File: src/rtl/prio_enc_hs.sv
// Active-low request encoder with a registered index and valid/ready handshake.
// Define RR_ARB_EN for round-robin arbitration; the default is fixed lowest-index priority.
module prio_enc_hs #(
  parameter int N_REQ = 4,
  parameter int IDX_W = 2
) (
  input  logic             clk,
  input  logic             rst_n,
  input  logic [N_REQ-1:0] req_n,
  output logic [IDX_W-1:0] out_idx,
  output logic             out_valid,
  input  logic             out_ready,
  output logic             out_multi,
  output logic             busy
);

  typedef enum logic {IDLE, HOLD} state_t;

  localparam logic [N_REQ-1:0] ONE = N_REQ'(1);

  state_t           state;
  logic [N_REQ-1:0] req;
  logic             any_req;
  logic             multi;
  logic             capture;
  logic [IDX_W-1:0] win;

  assign req     = ~req_n;
  assign any_req = |req;
  // Clearing the lowest set bit leaves something only when two or more bits were set.
  assign multi   = |(req & (req - ONE));
  assign capture = any_req && ((state == IDLE) || out_ready);

`ifdef RR_ARB_EN
  logic [IDX_W-1:0] ptr;

  // NOTE: every variable assigned in always_comb gets a default first, so no latch is inferred.
  always_comb begin
    logic             found;
    logic [IDX_W-1:0] cand;
    win   = ptr;
    found = 1'b0;
    for (int k = 0; k < N_REQ; k++) begin
      cand = ptr + IDX_W'(k);
      if (!found && req[cand]) begin
        win   = cand;
        found = 1'b1;
      end
    end
  end

  always_ff @(posedge clk or negedge rst_n) begin
    if (!rst_n)       ptr <= '0;
    else if (capture) ptr <= win + IDX_W'(1);
  end
`else
  always_comb begin
    win = '0;
    for (int i = N_REQ - 1; i >= 0; i--) begin
      if (req[i]) win = IDX_W'(i);
    end
  end
`endif

  // NOTE: sequential state uses non-blocking assignments so every register samples pre-edge values.
  always_ff @(posedge clk or negedge rst_n) begin
    if (!rst_n) begin
      state     <= IDLE;
      out_idx   <= '0;
      out_multi <= 1'b0;
    end else begin
      if (capture) begin
        out_idx   <= win;
        out_multi <= multi;
      end
      case (state)
        IDLE:    if (any_req) state <= HOLD;
        HOLD:    if (out_ready && !any_req) state <= IDLE;
        default: state <= IDLE;
      endcase
    end
  end

  assign out_valid = (state == HOLD);
  assign busy      = (state == HOLD);

endmodule
File: config.mk
export PLATFORM = sky130hd
export DESIGN_NAME = prio_enc_hs
export DESIGN_NICKNAME = d
export VERILOG_FILES = /design/src/rtl/prio_enc_hs.sv
export SDC_FILE = /design/constraint.sdc
export NUM_CORES = 1
export LEC_CHECK = 0
export BUFFER_PORTS_ARGS = -buffer_cell sky130_fd_sc_hd__buf_4
export CAP_MARGIN = 20
export CELL_PAD_IN_SITES_DETAIL_PLACEMENT = 1
export CELL_PAD_IN_SITES_GLOBAL_PLACEMENT = 1
export CORE_AREA = 3 3 40 42
export DETAILED_ROUTE_END_ITERATION = 12
export DIE_AREA = 0 0 43 45
export HOLD_SLACK_MARGIN = 0.15
export PLACE_DENSITY_LB_ADDON = 0.12
export SYNTH_ARGS = -nofsm -noshare
export SYNTH_HDL_FRONTEND = slang
export SYNTH_SLANG_ARGS = --single-unit
File: constraint.sdc
create_clock -name clk -period 1.5 [get_ports clk]
set_clock_uncertainty 0.2 [all_clocks]
set_input_delay 0.225 -clock clk [delete_from_list [all_inputs] [get_ports clk]]
set_output_delay 0.225 -clock clk [all_outputs]
set_load 0.01 [all_outputs]
**After elaboration in Yosys (flattened, before gate mapping)**

Index checks and enable logic that the tools add are counted.
Widths: inputs -> output; s select.

- Register bits after elaboration: 4
- Bits of input ports: 7
- Output and inout port bits: 5
- Logic and storage cells: 20

- Add/sub/neg operators: 1
- Multiplexer cells: 7
- Bitwise operators: 3
- Reduce and logical (&&, ||, !) cells: 6

Operators with widths:

| cell | count |
|---|---|
| $mux 2 | 4 |
| $reduce_or 4->1 | 2 |
| $and 4x4->4 | 1 |
| $not 4->4 | 1 |
| $sub 4x1->4 const B | 1 |
| $logic_and 1x1->1 | 2 |
| $mux 1 | 2 |
| $pmux 1 s2 | 1 |
| $logic_not 1->1 | 1 |
| $logic_or 1x1->1 | 1 |
| $not 1->1 | 1 |

**Logic depth before layout (Yosys ltp)**

Gate-level depths: netlist (run 1).

- Depth in word-level cells: 6
- Gate-level depth with buffers: 3
- Mapped depth without buffers: 3

**Least setup slack after synthesis (run 1)**

Ideal clock, no wire load.

- Path type: reg2reg
- From: register state, in the netlist busy
- To: register state, in the netlist busy
- Setup time: 0.131 ns
- Arrival time: 0.936 ns
- Required time: 1.169 ns
- Slack: 0.232 ns
- Cell stages (with the launch flop): 3
- Buffers on the path: 0
- Period minus slack after synthesis: 1.268 ns
- Cells stage by stage: dfrtp_1 nor2b_2 or3_1

- Word-level cells in the longest chain between the ends: 2

RTL lines:

| item | RTL line | text |
|---|---|---|
| from (decl) | 21 | `state_t state;` |
| from (signal assigned) | 68 | `state <= IDLE;` |
| from (signal assigned) | 77 | `IDLE: if (any_req) state <= HOLD;` |
| from (signal assigned) | 78 | `HOLD: if (out_ready && !any_req) state <= IDLE;` |
| $not 1->1 | -- |  |
| $pmux 1 s2 (*) | 76 | `case (state)` |

Every way passes the cells marked *; elsewhere a longest branch is shown, timed or not.
A chain may end at the register's enable or synchronous reset.

**Worst setup path after layout (run 1)**

- From: input req_n[2]
- To: register out_multi

- Word-level cells in the longest chain between the ends: 4
- Elaborated cells between the ends (all ways): 6
- Those cells by class: add/sub (1); bitwise (2); reduce/logical (3)

RTL lines:

| item | RTL line | text |
|---|---|---|
| from (decl) | 9 | `input logic [N_REQ-1:0] req_n,` |
| $not 4->4 (*) | 28 | `assign req = ~req_n;` |
| $sub 4x1->4 | 31 | `assign multi = \|(req & (req - ONE));` |
| $and 4x4->4 | 31 |  |
| $reduce_or 4->1 | 31 |  |
| to (signal assigned) | 74 | `out_multi <= multi;` |
| to (decl) | 13 | `output logic out_multi,` |

Marked as above.

==> summary.md, run 1 <==
| Metric | Value |
|---|---|
| Run status | complete, no violations |
| Wire length per cell after detailed routing | 11.3 um |
| Per-cell via count in the routed design | 4.29 |
| Count of fill cells added during filler insertion | 160 |
| Count of clock tree sinks | 4 |
| Utilization after layout | 30.6% |
| Critical R2R Capture | busy |
| Worst Path Class, Setup | primary input to register |
| Pin count of the biggest net entering global routing | 6 |
| Crit Reg-Reg Startpoint | busy |
| RSZ-0062 raised after global routing | no |
| Cell row count | 13 |
| Worst path top cell family by delay | buffers and inverters |
| Syn nets | 30 |
| Avg Synthesized Cell Area | 9.52 um2 |
| Cells taking the most area after synthesis | sky130_fd_sc_hd__dfrtp_1, sky130_fd_sc_hd__a21oi_1, sky130_fd_sc_hd__nand2b_1, sky130_fd_sc_hd__mux2i_1, sky130_fd_sc_hd__nand4b_1 |
| GRT Residual Overflow | 0 |
| Total number of H-tree levels | 1 |
| Worst slew margin relative to its limit | 87.1% |
| Power per Cell Area | ~850 nW/um2 |
| Cell at the root of the clock tree | sky130_fd_sc_hd__clkbuf_4 |
| Most heavily used metal layer in global routing | met2 |
| Final period utilization | a little over nine tenths |
| Critical path, cell by cell | dlygate4sd3_1, buf_4, xnor2_2, o221ai_1, a21oi_1 |
| Number of maximum-capacitance constraint violations | 0 |
| Area share of the leading cell type in the synthesized netlist | 45.7% |
| Cell count of the worst reg-to-reg path | 2 |
| Detailed Routing Iterations Pass 1 | 1 |
| DR vias | 240 |
| Buffer and inverter count on the worst path | 2 |
| Clock tree from TritonCTS | yes |
| Ant diodes | 0 |
| Final hold violation count | 0 |
| HP Class | primary input to register |
| CP endpoint kind | register |
| Data arrival at the endpoint of the critical path | 1.31 ns |
| Quantity of I/O buffers inserted on ports | 11 |
| Reg2reg setup slack | approximately 0.24 ns |
| Post-route ant nets | 0 |
| Initial antenna violation count | 0 |
| Worst supply voltage drop on vdd | 533 uV |
| FF/Latch Area | 100 um2 |
| Final sum of negative setup slack | 0 ns |
| Worst setup path startpoint | req_n[2] |
| Via count of the first global-routing pass | 250 |
| Cell type of the slowest stage on the worst timing path | sky130_fd_sc_hd__dlygate4sd3_1 |
| Post-CTS clock slew at the launch and capture registers of the worst setup and hold paths | 0.04 ns |
| Finish-stage setup viols | 0 |
| Die ar. | around 1900 um2 |
| Layout net count | 50 |
| Register bit count reported by yosys | 4 |
| Largest area contributor in the synthesized netlist | sky130_fd_sc_hd__dfrtp_1 |
| Count of unresolved DRC violations after routing | 0 |
| Die span in x | 43 um |
| Final routed wirelength across all metal layers | 632 um |
| Static power due to leakage | 0.177 nW |
| Netlist area before placement | about 220 um2 |
| Starting DRT DRC Count | 0 |
| Commonest cells after routing, fill and taps aside | sky130_fd_sc_hd__buf_4, sky130_fd_sc_hd__a21oi_1, sky130_fd_sc_hd__dlygate4sd3_1 |
| Startpoint type of the worst setup path | primary input |
| P&R area growth vs syn | 79.4% |
| Number of library cell types mapped by synthesis | 14 |
| Logic depth of the worst path, buffers included | 5 |
| Met2 layer usage reported by global route | between 10% and 20% |
| Part of the Yosys area used for sequential elements | between 40% and 50% |
| Capture point of the worst path | out_multi |
| Yosys warning total | 0 |
| Min Tclk post-route | 1.41 ns |
| Die extent in y | 45 um |
| Max clock buf depth | 2 |
| CTS buffer count | 3 |
| Combined global-route utilization of all metal layers | 7.44% |
| Core area | 1280 um2 |
| RD Place Congestion | between 0.6 and 0.7 |
| Starting utilization of the core area | 17.0% |
| Largest driver fanout on the critical path | 5 |
| Number of ports placed on the die boundary | 12 |
| Gate count of the mapped netlist | 23 |
| Pins Over Slew Limit | 0 |
| Source-to-sink clock delay at the later pin of the worst-skew pair | 0.23 ns |
| CP Data Required Time | 1.40 ns |
| Slew at the pin with the worst max-slew slack | 0.193 ns |
| Half-perimeter wire length after detailed placement | 483 um |
| Stage delay of the slowest cell on the critical path | 0.54 ns |
| First-pass GRT wire length | between 1 and 1.5 mm |
| Commonest non-fill, non-tap cell in the layout | sky130_fd_sc_hd__buf_4 |
| Footprint of the multi-input gates | 115 um2 |
| Max Freq | between 700 and 800 MHz |
| Met3 layer usage reported by global route | roughly 5.6% |
| Share of cells above drive strength 1 | 39.0% |
| Global-route met1 utilization | under 10% |
## timing repair
| item | 4_1_cts | 5_1_grt |
|---|---|---|
| endpoints found under the setup margin | 0 | 1 |
| hold endpoints to repair | 6 | 0 |
| gates resized for setup | 0 | 1 |
| hold buffers | 5 | 0 |
| setup buffers | 0 | 0 |
## layout make-up
class / instances / area share [%]
Clock buffer: 3 / 5.73
Inverter: 1 / 0.955
Multi-Input combinational cell: 17 / 29.3
Sequential cell: 4 / 25.5
Tap cell: 15 / 4.78
Timing Repair Buffer: 16 / 33.8
## Yosys cell counts
master,n
sky130_fd_sc_hd__nand3_1,1
sky130_fd_sc_hd__o221ai_1,1
sky130_fd_sc_hd__xnor2_1,1
sky130_fd_sc_hd__nand4b_1,1
sky130_fd_sc_hd__mux2i_1,1
sky130_fd_sc_hd__nand2b_1,2
sky130_fd_sc_hd__inv_1,1
sky130_fd_sc_hd__or3_1,1
sky130_fd_sc_hd__a21oi_1,5
sky130_fd_sc_hd__nor2b_2,1
sky130_fd_sc_hd__buf_4,1
sky130_fd_sc_hd__nand2_1,2
sky130_fd_sc_hd__dfrtp_1,4
sky130_fd_sc_hd__o22ai_1,1
## metrics by stage
stage	area (um2)	power [mW]	worst slack (ns)	instances	hold WS (ns)
2_1_floorplan	219	0.155	0.232	23	-0.271
3_3_place_gp	313	0.195	0.267	48	-0.176
3_5_place_dp	313	0.196	0.246	48	-0.175
4_1_cts	385	0.338	0.0580	56	0.162
5_1_grt	393	0.362	0.0215	56	0.178
6_report	393	0.333	0.0948	56	0.169
## power by group
group / switching (mW) / internal (mW) / leakage, nW
Combinational: 0.0349 / 0.0465 / 0.120
Clock: 0.0376 / 0.0890 / 0.0138
Sequential: 0.00639 / 0.118 / 0.0441
Total: 0.0789 / 0.254 / 0.177
## worst register-to-register path, delay by kind of cell (launching register included)
kind / cells / cell delay, ns
DFF: 1 / 0.40
and+or+nand+nor: 2 / 0.54
## how the worst min path moves through the flow
stage,cells after the start,to,start
4_1_cts,3,busy,req_n[3]
3_5_place_dp,1,out_idx[1],rst_n
6_report,3,busy,req_n[3]
5_1_grt,3,busy,req_n[3]
3_3_place_gp,1,out_idx[1],rst_n
2_1_floorplan,0,busy,rst_n
## sequential cells by signal (all words and copies together), names as in the netlist
register and cells:
busy 1, out_idx 2, out_multi 1
## per-layer routing
| layer | up-vias | wire length (um) |
|---|---|---|
| met3 | 0 | 43 |
| met5 | - | 0 |
| li1 | 119 | - |
| met2 | 7 | 329 |
| met1 | 114 | 259 |
| met4 | 0 | 0 |
## cell families after synthesis
kind of cell,share of synthesized area (%)
AND/OR/NAND/NOR,22.3
multiplexers,4.57
AO/OA/AOI/OAI,18.3
XOR/XNOR,4.00
buffers and inverters,5.14
flip-flops,45.7
No activity file was read; power rests on OpenSTA's default activity.
==> inputs of run 2 (changes only) <==
--- a/config.mk
+++ b/config.mk
@@ -5,13 +5,13 @@
 export SDC_FILE = /design/constraint.sdc
 export NUM_CORES = 1
 export LEC_CHECK = 0
-export BUFFER_PORTS_ARGS = -buffer_cell sky130_fd_sc_hd__buf_4
+export BUFFER_PORTS_ARGS = -buffer_cell sky130_fd_sc_hd__buf_2
 export CAP_MARGIN = 20
 export CELL_PAD_IN_SITES_DETAIL_PLACEMENT = 1
 export CELL_PAD_IN_SITES_GLOBAL_PLACEMENT = 1
-export CORE_AREA = 3 3 40 42
+export CORE_AREA = 2 2 39 41
 export DETAILED_ROUTE_END_ITERATION = 12
-export DIE_AREA = 0 0 43 45
+export DIE_AREA = 0 0 41 43
 export HOLD_SLACK_MARGIN = 0.15
 export PLACE_DENSITY_LB_ADDON = 0.12
 export SYNTH_ARGS = -nofsm -noshare
==> summary.md, run 2 (same netlist as run 1, synthesis figures left out) <==
| Metric | Value |
|---|---|
| Combined global-route utilization of all metal layers | 8.54% |
| Total number of H-tree levels | 1 |
| Utilization after layout | 25.9% |
| Slew at the pin with the worst max-slew slack | 0.198 ns |
| Max clock buf depth | 2 |
| Final routed wirelength across all metal layers | 594 um |
| Starting DRT DRC Count | 2 |
| Run status | complete, no violations |
| First-pass GRT wire length | 945 um |
| Worst supply voltage drop on vdd | 227 uV |
| Quantity of I/O buffers inserted on ports | 11 |
| Post-CTS clock slew at the launch and capture registers of the worst setup and hold paths | ~0.04 ns |
| Internal portion of total power | 243 uW |
| Number of ports placed on the die boundary | 12 |
| Detailed Routing Iterations Pass 1 | 4 |
| Count of clock tree sinks | 4 |
| Switching Fraction | approximately a quarter |
| Pins Over Slew Limit | 0 |
| Worst slew margin relative to its limit | between 80 and 90% |
| Cell at the root of the clock tree | sky130_fd_sc_hd__clkbuf_4 |
| Post-route ant nets | 0 |
| CP endpoint kind | register |
| Final sum of negative setup slack | 0 ns |
| CTS buffer count | 3 |
| Commonest non-fill, non-tap cell in the layout | sky130_fd_sc_hd__buf_2 |
| Number of flip-flops under the largest register name | 2 |
| P&R area growth vs syn | 64.0% |
| Finish-stage setup viols | 0 |
| Data arrival at the endpoint of the critical path | between 1 and 1.5 ns |
| Wire length per cell after detailed routing | 10.4 um |
| Static power due to leakage | between 0.15 and 0.2 nW |
| Die ar. | around 1800 um2 |
| Power per Cell Area | 906 nW/um2 |
| Fraction of power consumed by combinational cells | 20.9% |
| Count of unresolved DRC violations after routing | 0 |
| Final worst setup slack | 0.0835 ns |
| Via count of the first global-routing pass | around 240 |
| Share of cells above drive strength 1 | 36.6% |
| Commonest cells after routing, fill and taps aside | sky130_fd_sc_hd__buf_2, sky130_fd_sc_hd__a21oi_1, sky130_fd_sc_hd__dlygate4sd3_1 |
| Starting utilization of the core area | 15.8% |
| Pin count of the biggest net entering global routing | 6 |
| Ant diodes | 0 |
| Fraction of power consumed by the clock network | 40.9% |
| Source-to-sink clock delay at the later pin of the worst-skew pair | around 0.24 ns |
| Flop pwr share | 38.2% |
| GRT Residual Overflow | 0 |
| Largest driver fanout on the critical path | 5 |
| RSZ-0062 raised after global routing | no |
| Final period utilization | 94.4% |
| Final hold violation count | 0 |
| Worst Path Class, Setup | primary input to register |
| Per-cell via count in the routed design | 4.47 |
| Layout net count | 50 |
| Die extent in y | 43 um |
| DR vias | 255 |
| Number of maximum-capacitance constraint violations | 0 |
| Initial antenna violation count | 0 |
| HP Class | primary input to register |
| Core area | 1380 um2 |
| Max Freq | 706 MHz |
| RD Place Congestion | 0.758 |
| Startpoint type of the worst setup path | primary input |
| CP Data Required Time | approximately 1.4 ns |
| Min Tclk post-route | 1.42 ns |
| Switching power of the nets | between 80 and 90 uW |
| Cell row count | 14 |
| Worst Setup Slack post-DPL | around 0.25 ns |
| Most flop-heavy register | out_idx |
| Clock tree from TritonCTS | yes |
| Count of instances resized after the clock tree is built | 0 |
| Die span in x | 41 um |
[run 2: path summary, 6_finish.rpt]
kind | start | endpoint | slack, ns | cells past startpoint
setup / recovery | req_n[2] | out_multi | 0.08 | 5
hold / removal | req_n[3] | busy | 0.16 | 3
setup reg to reg | busy | busy | 0.25 | 2
hold reg to reg | out_multi | out_multi | 0.32 | 2
max in group asynchronous | rst_n | out_multi | 0.24 | 3
min in group asynchronous | rst_n | out_idx[0] | 0.68 | 3
[run 2: area by class of cell]
class,count,area [um2]
fill,169,1020
multi-input combinational,17,108
timing repair buffer,16,105
sequential,4,100
clock buffer,3,22.5
tap,16,20.0
inverter,1,3.75
[run 2: power by group through the flow]
stage                     Sequential [mW]  Combinational (mW)  Clock, mW
final                               0.124              0.0681      0.133
after global routing                0.126              0.0761      0.147
after floorplan                     0.130              0.0244          0
after CTS                           0.125              0.0688      0.140
after detailed placement            0.126              0.0587          0
after global placement              0.125              0.0591          0
[run 2: worst max-delay path, cell delays in order]
cell	delay, ns
sky130_fd_sc_hd__dlygate4sd3_1	0.52
sky130_fd_sc_hd__buf_2	0.16
sky130_fd_sc_hd__nand2_1	0.10
sky130_fd_sc_hd__o221ai_1	0.22
sky130_fd_sc_hd__a21oi_1	0.09
[run 2: per-stage QoR]
step,hold slack (ns),total power [mW],instance area (um2),instances
2_1_floorplan,-0.271,0.155,219,23
3_3_place_gp,-0.163,0.185,287,49
3_5_place_dp,-0.163,0.185,287,49
5_1_grt,0.175,0.350,359,57
6_report,0.164,0.325,359,57
4_1_cts,0.165,0.333,359,57
[run 2: per-layer routing]
metal	global-route usage, %	vias to the layer above	share of wire, %
li1	-	121	-
met1	10.6	119	44
met2	9.69	12	45
met3	1.57	3	6.1
met4	12.0	0	4.5
met5	0	-	0
[run 2: repair_timing]
action,4_1_cts,5_1_grt
hold endpoints to repair,6,0
setup buffers,0,0
hold buffers,5,0
